--- config.mk ---
export PLATFORM = sky130hd
export DESIGN_NAME = sort_seq_ctrl
export DESIGN_NICKNAME = d
export VERILOG_FILES = /design/src/rtl/sort_seq_ctrl.sv
export SDC_FILE = /design/constraint.sdc
export NUM_CORES = 1
export LEC_CHECK = 0
export CAP_MARGIN = 30
export CORE_MARGIN = 2
export CORE_UTILIZATION = 45
export DETAILED_ROUTE_END_ITERATION = 16
export PLACE_DENSITY = 0.73
export SLEW_MARGIN = 10
export SYNTH_ARGS = -nofsm -noshare
export SYNTH_HDL_FRONTEND = slang
export SYNTH_SLANG_ARGS = --single-unit
export TNS_END_PERCENT = 100
--- constraint.sdc ---
create_clock -name clk -period 7.8 [get_ports clk]
set_input_delay 1.95 -clock clk [delete_from_list [all_inputs] [get_ports clk]]
set_output_delay 1.95 -clock clk [all_outputs]
set_load 0.01 [all_outputs]
--- src/rtl/sort_seq_ctrl.sv ---
// Area-optimised four-element unsigned sorter: a controller FSM time-shares a
// single min/max compare-exchange unit over a 6-step bubble schedule.

module sort_seq_minmax #(
  parameter int unsigned p_nbits = 8
) (
  input  logic [p_nbits-1:0] a,
  input  logic [p_nbits-1:0] b,
  output logic [p_nbits-1:0] lo_c,
  output logic [p_nbits-1:0] hi_c
);

  // Swap only when strictly out of order so equal operands pass straight through.
  always_comb begin
    lo_c = a;
    hi_c = b;
    if (b < a) begin
      lo_c = b;
      hi_c = a;
    end
  end

endmodule

module sort_seq_ctrl #(
  parameter int unsigned p_nbits = 8
) (
  input  logic               clk,
  input  logic               reset_n,
  input  logic               in_val,
  output logic               in_rdy,
  input  logic [p_nbits-1:0] in0,
  input  logic [p_nbits-1:0] in1,
  input  logic [p_nbits-1:0] in2,
  input  logic [p_nbits-1:0] in3,
  output logic               out_val,
  input  logic               out_rdy,
  output logic [p_nbits-1:0] out0,
  output logic [p_nbits-1:0] out1,
  output logic [p_nbits-1:0] out2,
  output logic [p_nbits-1:0] out3
);

  localparam int unsigned STEP_W   = 3;
  localparam int unsigned IDX_W    = 2;
  localparam int unsigned N_ELEM   = 4;
  localparam int unsigned LAST_STEP = 5;

  typedef enum logic [1:0] {
    IDLE = 2'd0,
    SORT = 2'd1,
    DONE = 2'd2
  } state_t;

  state_t              state_q, state_d;
  logic [STEP_W-1:0]   step_q, step_d;
  logic [p_nbits-1:0]  e_q [N_ELEM];
  logic [p_nbits-1:0]  e_d [N_ELEM];
  logic                in_rdy_q, in_rdy_d;
  logic                out_val_q, out_val_d;

  logic [IDX_W-1:0]    lo_idx_c;
  logic [IDX_W-1:0]    hi_idx_c;
  logic [p_nbits-1:0]  cx_a_c, cx_b_c;
  logic [p_nbits-1:0]  cx_lo_c, cx_hi_c;

  // Bubble schedule: lower index of the adjacent pair visited at each step.
  always_comb begin
    lo_idx_c = IDX_W'(0);
    case (step_q)
      3'd0: lo_idx_c = IDX_W'(0);
      3'd1: lo_idx_c = IDX_W'(1);
      3'd2: lo_idx_c = IDX_W'(2);
      3'd3: lo_idx_c = IDX_W'(0);
      3'd4: lo_idx_c = IDX_W'(1);
      3'd5: lo_idx_c = IDX_W'(0);
      default: lo_idx_c = IDX_W'(0);
    endcase
  end

  assign hi_idx_c = IDX_W'(lo_idx_c + IDX_W'(1));
  assign cx_a_c   = e_q[lo_idx_c];
  assign cx_b_c   = e_q[hi_idx_c];

  sort_seq_minmax #(
    .p_nbits (p_nbits)
  ) u_minmax (
    .a    (cx_a_c),
    .b    (cx_b_c),
    .lo_c (cx_lo_c),
    .hi_c (cx_hi_c)
  );

  // Next-state, element write-back and handshake flags.
  always_comb begin
    state_d = state_q;
    step_d  = step_q;
    for (int i = 0; i < N_ELEM; i++) e_d[i] = e_q[i];

    case (state_q)
      IDLE: begin
        if (in_val && in_rdy_q) begin
          e_d[0]  = in0;
          e_d[1]  = in1;
          e_d[2]  = in2;
          e_d[3]  = in3;
          step_d  = STEP_W'(0);
          state_d = SORT;
        end
      end
      SORT: begin
        e_d[lo_idx_c] = cx_lo_c;
        e_d[hi_idx_c] = cx_hi_c;
        if (step_q == STEP_W'(LAST_STEP)) begin
          step_d  = STEP_W'(0);
          state_d = DONE;
        end else begin
          step_d = STEP_W'(step_q + STEP_W'(1));
        end
      end
      DONE: begin
        if (out_val_q && out_rdy) state_d = IDLE;
      end
      default: begin
        state_d = IDLE;
        step_d  = STEP_W'(0);
      end
    endcase

    in_rdy_d  = (state_d == IDLE);
    out_val_d = (state_d == DONE);
  end

  // in_rdy resets low and rises on the first edge after reset release.
  always_ff @(posedge clk or negedge reset_n) begin
    if (!reset_n) begin
      state_q   <= IDLE;
      step_q    <= STEP_W'(0);
      in_rdy_q  <= 1'b0;
      out_val_q <= 1'b0;
      for (int i = 0; i < N_ELEM; i++) e_q[i] <= '0;
    end else begin
      state_q   <= state_d;
      step_q    <= step_d;
      in_rdy_q  <= in_rdy_d;
      out_val_q <= out_val_d;
      for (int i = 0; i < N_ELEM; i++) e_q[i] <= e_d[i];
    end
  end

  assign in_rdy  = in_rdy_q;
  assign out_val = out_val_q;
  assign out0    = e_q[0];
  assign out1    = e_q[1];
  assign out2    = e_q[2];
  assign out3    = e_q[3];

endmodule

Yosys cells after proc, flatten, opt, wreduce, memory -nomap -nowiden

Cells that the tools add are included.

Input port bits: 36
Bits in registers: 39
Logic and storage cells: 60
Output and inout bits: 34

$add $sub $neg: 2
Bitwise logic cells: 3
Equality and inequality tests: 8
Reduce and logical (&&, ||, !) cells: 10
Muxes and demuxes: 24
Magnitude comparators: 5

Operator list:

| operator                                                   | number |
|---|---|
| bitwise mux 32 bit                                         | 2 |
| two-way mux 8 bit                                          | 8 |
| case mux 32 bit (2 select lines)                           | 1 |
| binary-select mux 8 bit (select 2 bit)                     | 2 |
| demux 8 bit (select 2 bit)                                 | 2 |
| two-way mux 32 bit                                         | 1 |
| case mux 3 bit (3 select lines)                            | 1 |
| less-than comparator 8 bit                                 | 1 |
| == test 3 bit, second input constant                       | 2 |
| >= comparator 3 bit, second input constant                 | 2 |
| less-than comparator 3 x 1 -> 1 bit, second input constant | 2 |
| two-way mux 2 bit                                          | 3 |
| two-way mux 3 bit                                          | 2 |
| inverter 2 -> 3 bit                                        | 2 |
| case mux 2 bit (3 select lines)                            | 1 |
| == test 2 bit, second input constant                       | 2 |
| logical AND 1 bit                                          | 4 |
| zero test 2 bit                                            | 2 |
| case mux 2 bit (2 select lines)                            | 1 |
| AND reduction 2 bit                                        | 2 |
| adder 3 x 1 -> 3 bit, second input constant                | 1 |
| == test 3 x 1 -> 1 bit, second input constant              | 1 |
| == test 3 x 2 -> 1 bit, second input constant              | 1 |
| adder 2 x 1 -> 2 bit, second input constant                | 1 |
| 5 further kinds                                            | 5 |

Depth between registers and ports, before layout

Depth in word-level cells: 13
Gate-level depth with buffers: 17
Gate-level depth less buffers: 13

Modules after synthesis

A second synthesis with hierarchy kept.

Cell total of the unflattened synthesis: 317
Area total of the unflattened synthesis: 3268.1 sq um

By module, submodules not included:

| module          | cells each | times used | seq. area each (sq um) | area each (sq um) |
|---|---|---|---|---|
| sort_seq_ctrl   | 276        | 1          | 975.9                  | 2842.7 |
| sort_seq_minmax | 41         | 1          | 0.0                    | 425.4 |

Worst setup path before layout

OpenSTA, ideal clock, no wires.

Path kind: register -> register
From: reg step_q[0]
To: reg e_q (netlist bit out1[7])
Stages on the path, launching flop included: 18
Path slack: 3.547 ns
Buffers on the path: 4
Required time: 7.696 ns
Clock period less this slack: 4.253 ns
Arrival: 4.149 ns
Library setup time: 0.104 ns
Cell sequence: dfrtp_1 buf_4 xnor2_2 nor2_4 buf_4 ha_1 clkbuf_1 mux2_2 inv_1 ha_1 a21o_1 a21o_1 a221oi_1 o21ai_2 buf_2 nor4_1 nor3_2 a221oi_1

Longest elaborated chain between the ends: 13

Ends and longest elaborated chain:

| item                                                           | RTL line | text |
|---|---|---|
| from (decl)                                                    | 56       | `logic [STEP_W-1:0] step_q, step_d;` |
| from (signal assigned)                                         | 144      | `step_q <= step_d;` |
| == test 3 bit / == test 3 x 1 -> 1 bit (equally long branches) | 70       | `case (step_q)` |
| OR reduction 2 bit (no line)                                   | n/a      |  |
| case mux 2 bit (2 select lines) (*)                            | 70       |  |
| adder 2 x 1 -> 2 bit                                           | 81       | `assign hi_idx_c = IDX_W'(lo_idx_c + IDX_W'(1));` |
| inverter 2 -> 3 bit (not written as such)                      | 83, 113  |  |
| binary-select mux 8 bit (select 2 bit)                         | 83       | `assign cx_b_c = e_q[hi_idx_c];` |
| two-way mux 8 bit (not written as such) (2 in a row)           | 83       |  |
| less-than comparator 8 bit                                     | 17       | `if (b < a) begin` |
| two-way mux 8 bit                                              | 17       |  |
| bitwise mux 32 bit                                             | 112      | `e_d[lo_idx_c] = cx_lo_c;` |
| bitwise mux 32 bit (*)                                         | 113      | `e_d[hi_idx_c] = cx_hi_c;` |
| case mux 32 bit (2 select lines) (*)                           | 100      | `case (state_q)` |
| to (decl)                                                      | 57       | `logic [p_nbits-1:0] e_q [N_ELEM];` |

Every way passes the cells marked *; elsewhere a longest branch is shown, timed or not. The select of a mux whose other input is x is not followed.
A chain may end at the register's enable or synchronous reset.

Worst setup path in the final report

From: reg step_q[0]
To: reg e_q (netlist bit out2[5])

The elaborated chain is that of the path after synthesis.

==> results.cfg <==
[synth]
synth-seq-area-share = 0.314
yosysWarnings = 0
synth_nets = 395
netlist_instances = 350
synth.avg_cell_area_um2 = 8.89
synth_edf_count = 0
syn_area_mm2 = 0.00311
synth.distinct_cells = 57
ys_async_sr_fraction = 1.00
ys_seq_elements = 39
ys.flop_type = dfrtp_1

[cts]
cts_resized = 0
root_buffer = clkbuf_8
postCtsSetupBuffers = 0
clockBufferDepth = 2
clock_sinks = 39
numCtsBuffers = 5
holdBufCountCts = 0
path_clk_slew_ps = 80
htree_levels = 2
clk_latency_ps = 300
tritoncts = done

[floorplanning]
fp.coreArea_mm2 = 0.00676
initial_utilization = 0.461
die_area_mm2 = 0.00760
io_pins = 70
die_x_um = 87.2
row_count = 30
die_h_um = 87.2

[grt]
grt_usage = 0.302
met1_usage = 0.398
grt_pass1_wl_um = 17500
gr-max-usage-layer = met2
grt_pass1_vias = 3168
overflow = 0
antenna_found_initial = 0
use_met2 = 0.500
grt_util_met3 = 0.0512
grt_max_degree = 40

[sta]
min_period_ps = 5180
final.setup.worst_slack_ps = 2620
setup_violations = 0
rsz0062_at_grt = false
fin_worst_skew_ps = 4.87
fin_crit_sh = 0.664
slew_viol_final = 0
slew_headroom = 0.416
fmax_ghz = 0.193
hold_violations = 0
worstMarginPinSlew_ps = 873
fin_tns_setup_ps = 0

[drt]
drt-initial-drc-count = 263
routedWlPerCell_um = 22.9
vias = 3339
routed_wl_um = 11200
ant_nets = 0
remaining_drc_errors = 0
via_per_inst = 6.83
first_pass_iters = 5

[hold_path]
worstHoldEndpoint = out3[2]
min_path_cells = 2
min_path_type = flip-flop to flip-flop
min_from = out3[2]

[placed_design]
portBuffers = 69
dp_slack_ps = 2790
hpwlAfterDp_um = 7690
gp_congestion = 0.927

[critical_path]
path_cells = xnor2_2 -> nor2_4 -> ha_1 -> mux2_2 -> inv_1 -> ha_1 -> a21o_1 -> a21o_1 -> a221oi_1 -> o211ai_1 -> buf_4 -> o22ai_1 -> nor3_2 -> a221oi_1
critPathSlowestCell = dfrtp_1
crit_path_max_fanout = 16
timing.rr.end = out2[5]
crit_required_ps = 8000
r2r-start = step_q[0]
worstSetupPathType = flip-flop to flip-flop
setup.worst_path.end_class = flip-flop
worstRegToRegCells = 14
max_stage_delay_ps = 710
cp-start-kind = flip-flop
worstPathArrival_ps = 5370
rrSetupSlack_ps = 2620

[layout]
synthToLayoutAreaGrowth_pct = 26.3
drive_gt1_frac = 0.100
num_antenna_cells = 0
fin_nets = 453

[run]
maxCapViolations = 0

[run_status]
outcome = complete, no violations
[cells in the final DEF (no fill, tap or decap), types with 2 or more instances in the layout]
cell type	count
nor4_1	11
clkinv_2	3
inv_1	11
a21oi_1	11
nor3_2	4
ha_1	9
a211oi_2	4
o21ai_1	5
o22ai_1	30
o2bb2ai_1	3
and2_1	3
o21ai_0	23
buf_4	7
or3_1	11
o211ai_1	3
a22o_1	3
nor3_1	11
a211oi_1	8
nand3_1	3
a31oi_1	2
o2111ai_1	3
nand2b_1	5
mux2i_1	18
o31a_1	2
mux2_2	7
and3_1	2
clkbuf_8	5
nor2b_1	3
o221ai_1	2
o22a_1	6
dfrtp_1	39
nor2_1	12
a22oi_1	8
nand2_1	23
a21o_1	2
clkdlybuf4s50_1	68
a221oi_1	18
[sequential cells by signal (all words and copies together), names as in the netlist]
signal and count:
step_q 3, out2 8, out_val 1, out1 8, in_rdy 1, out3 8, out0 8, state_q 2
[routing by layer]
| layer | part of all wire | wire [µm] |
|---|---|---|
| met2 | 0.48 | 5400 |
| met4 | 0.024 | 270 |
| met1 | 0.42 | 4710 |
| met5 | 0 | 0 |
| met3 | 0.073 | 819 |
[cells in the mapped netlist, types with 4 or more instances]
cell type / n / area [µm²]
dfrtp_1: 39 / 976
o22ai_1: 30 / 188
nand2_1: 23 / 86.3
o21ai_0: 23 / 115
a221oi_1: 18 / 158
mux2i_1: 18 / 180
nor2_1: 12 / 45.0
a21oi_1: 11 / 55.1
clkbuf_1: 11 / 41.3
inv_1: 11 / 41.3
nor3_1: 11 / 55.1
nor4_1: 11 / 68.8
or3_1: 11 / 68.8
ha_1: 9 / 113
a211oi_1: 8 / 60.1
a22oi_1: 8 / 60.1
buf_2: 8 / 40.0
mux2_2: 7 / 78.8
o22a_1: 6 / 52.6
nand2b_1: 5 / 31.3
o21ai_1: 5 / 25.0
a211oi_2: 4 / 50.1
nor3_2: 4 / 40.0
[area by class of cell]
class                           count  area (µm²)
Clock buffer                        5        68.8
Tap cell                           80         100
Timing Repair Buffer               77         766
Clock inverter                      3        15.0
Sequential cell                    39         976
Fill cell                         628        2830
Multi-Input combinational cell    273        1960
Inverter                           12        45.0
[through the flow]
| stage | instance area [µm²] | utilization | hold slack [ps] | cells |
|---|---|---|---|---|
| 2_1_floorplan | 3110 | - | 542 | 350 |
| 6_report | 3930 | 0.582 | 553 | 489 |
| 3_5_place_dp | 3820 | 0.565 | 540 | 480 |
| 3_3_place_gp | 3800 | 0.562 | 534 | 477 |
| 5_1_grt | 3930 | 0.582 | 584 | 489 |
| 4_1_cts | 3900 | 0.578 | 557 | 488 |
[worst max-delay path, delay by kind of cell (launching register included)]
kind | cells | cell delay, ps
AOI/OAI and AO/OA | 6 | 1960
adders and majority gates | 2 | 820
DFF | 1 | 710
and+or+nand+nor | 2 | 550
muxes | 1 | 450
buffers and inverters | 2 | 400
xor gates and xnor gates | 1 | 160
[kinds of logic after synthesis]
group                      count (synthesis)  synth area share
muxes                                     26            0.0905
adders and majority gates                 10            0.0394
and+or+nand+nor                           93             0.166
DFF                                       39             0.314
xor gates and xnor gates                   1           0.00523
buffers and inverters                     38            0.0563
AOI/OAI and AO/OA                        143             0.329
[worst max-delay path by stage]
stage,start,endpoint,depth (start not counted)
after floorplan,step_q[0],out1[7],17
final,step_q[0],out2[5],14
after global placement,step_q[0],out2[7],14
after detailed placement,step_q[0],out2[5],14
after global routing,step_q[0],out1[7],14
after CTS,step_q[0],out2[5],14
Power is left out: the tool's default activity adds up to more than one toggle a clock period on the data nets, which glitch-free logic cannot reach.
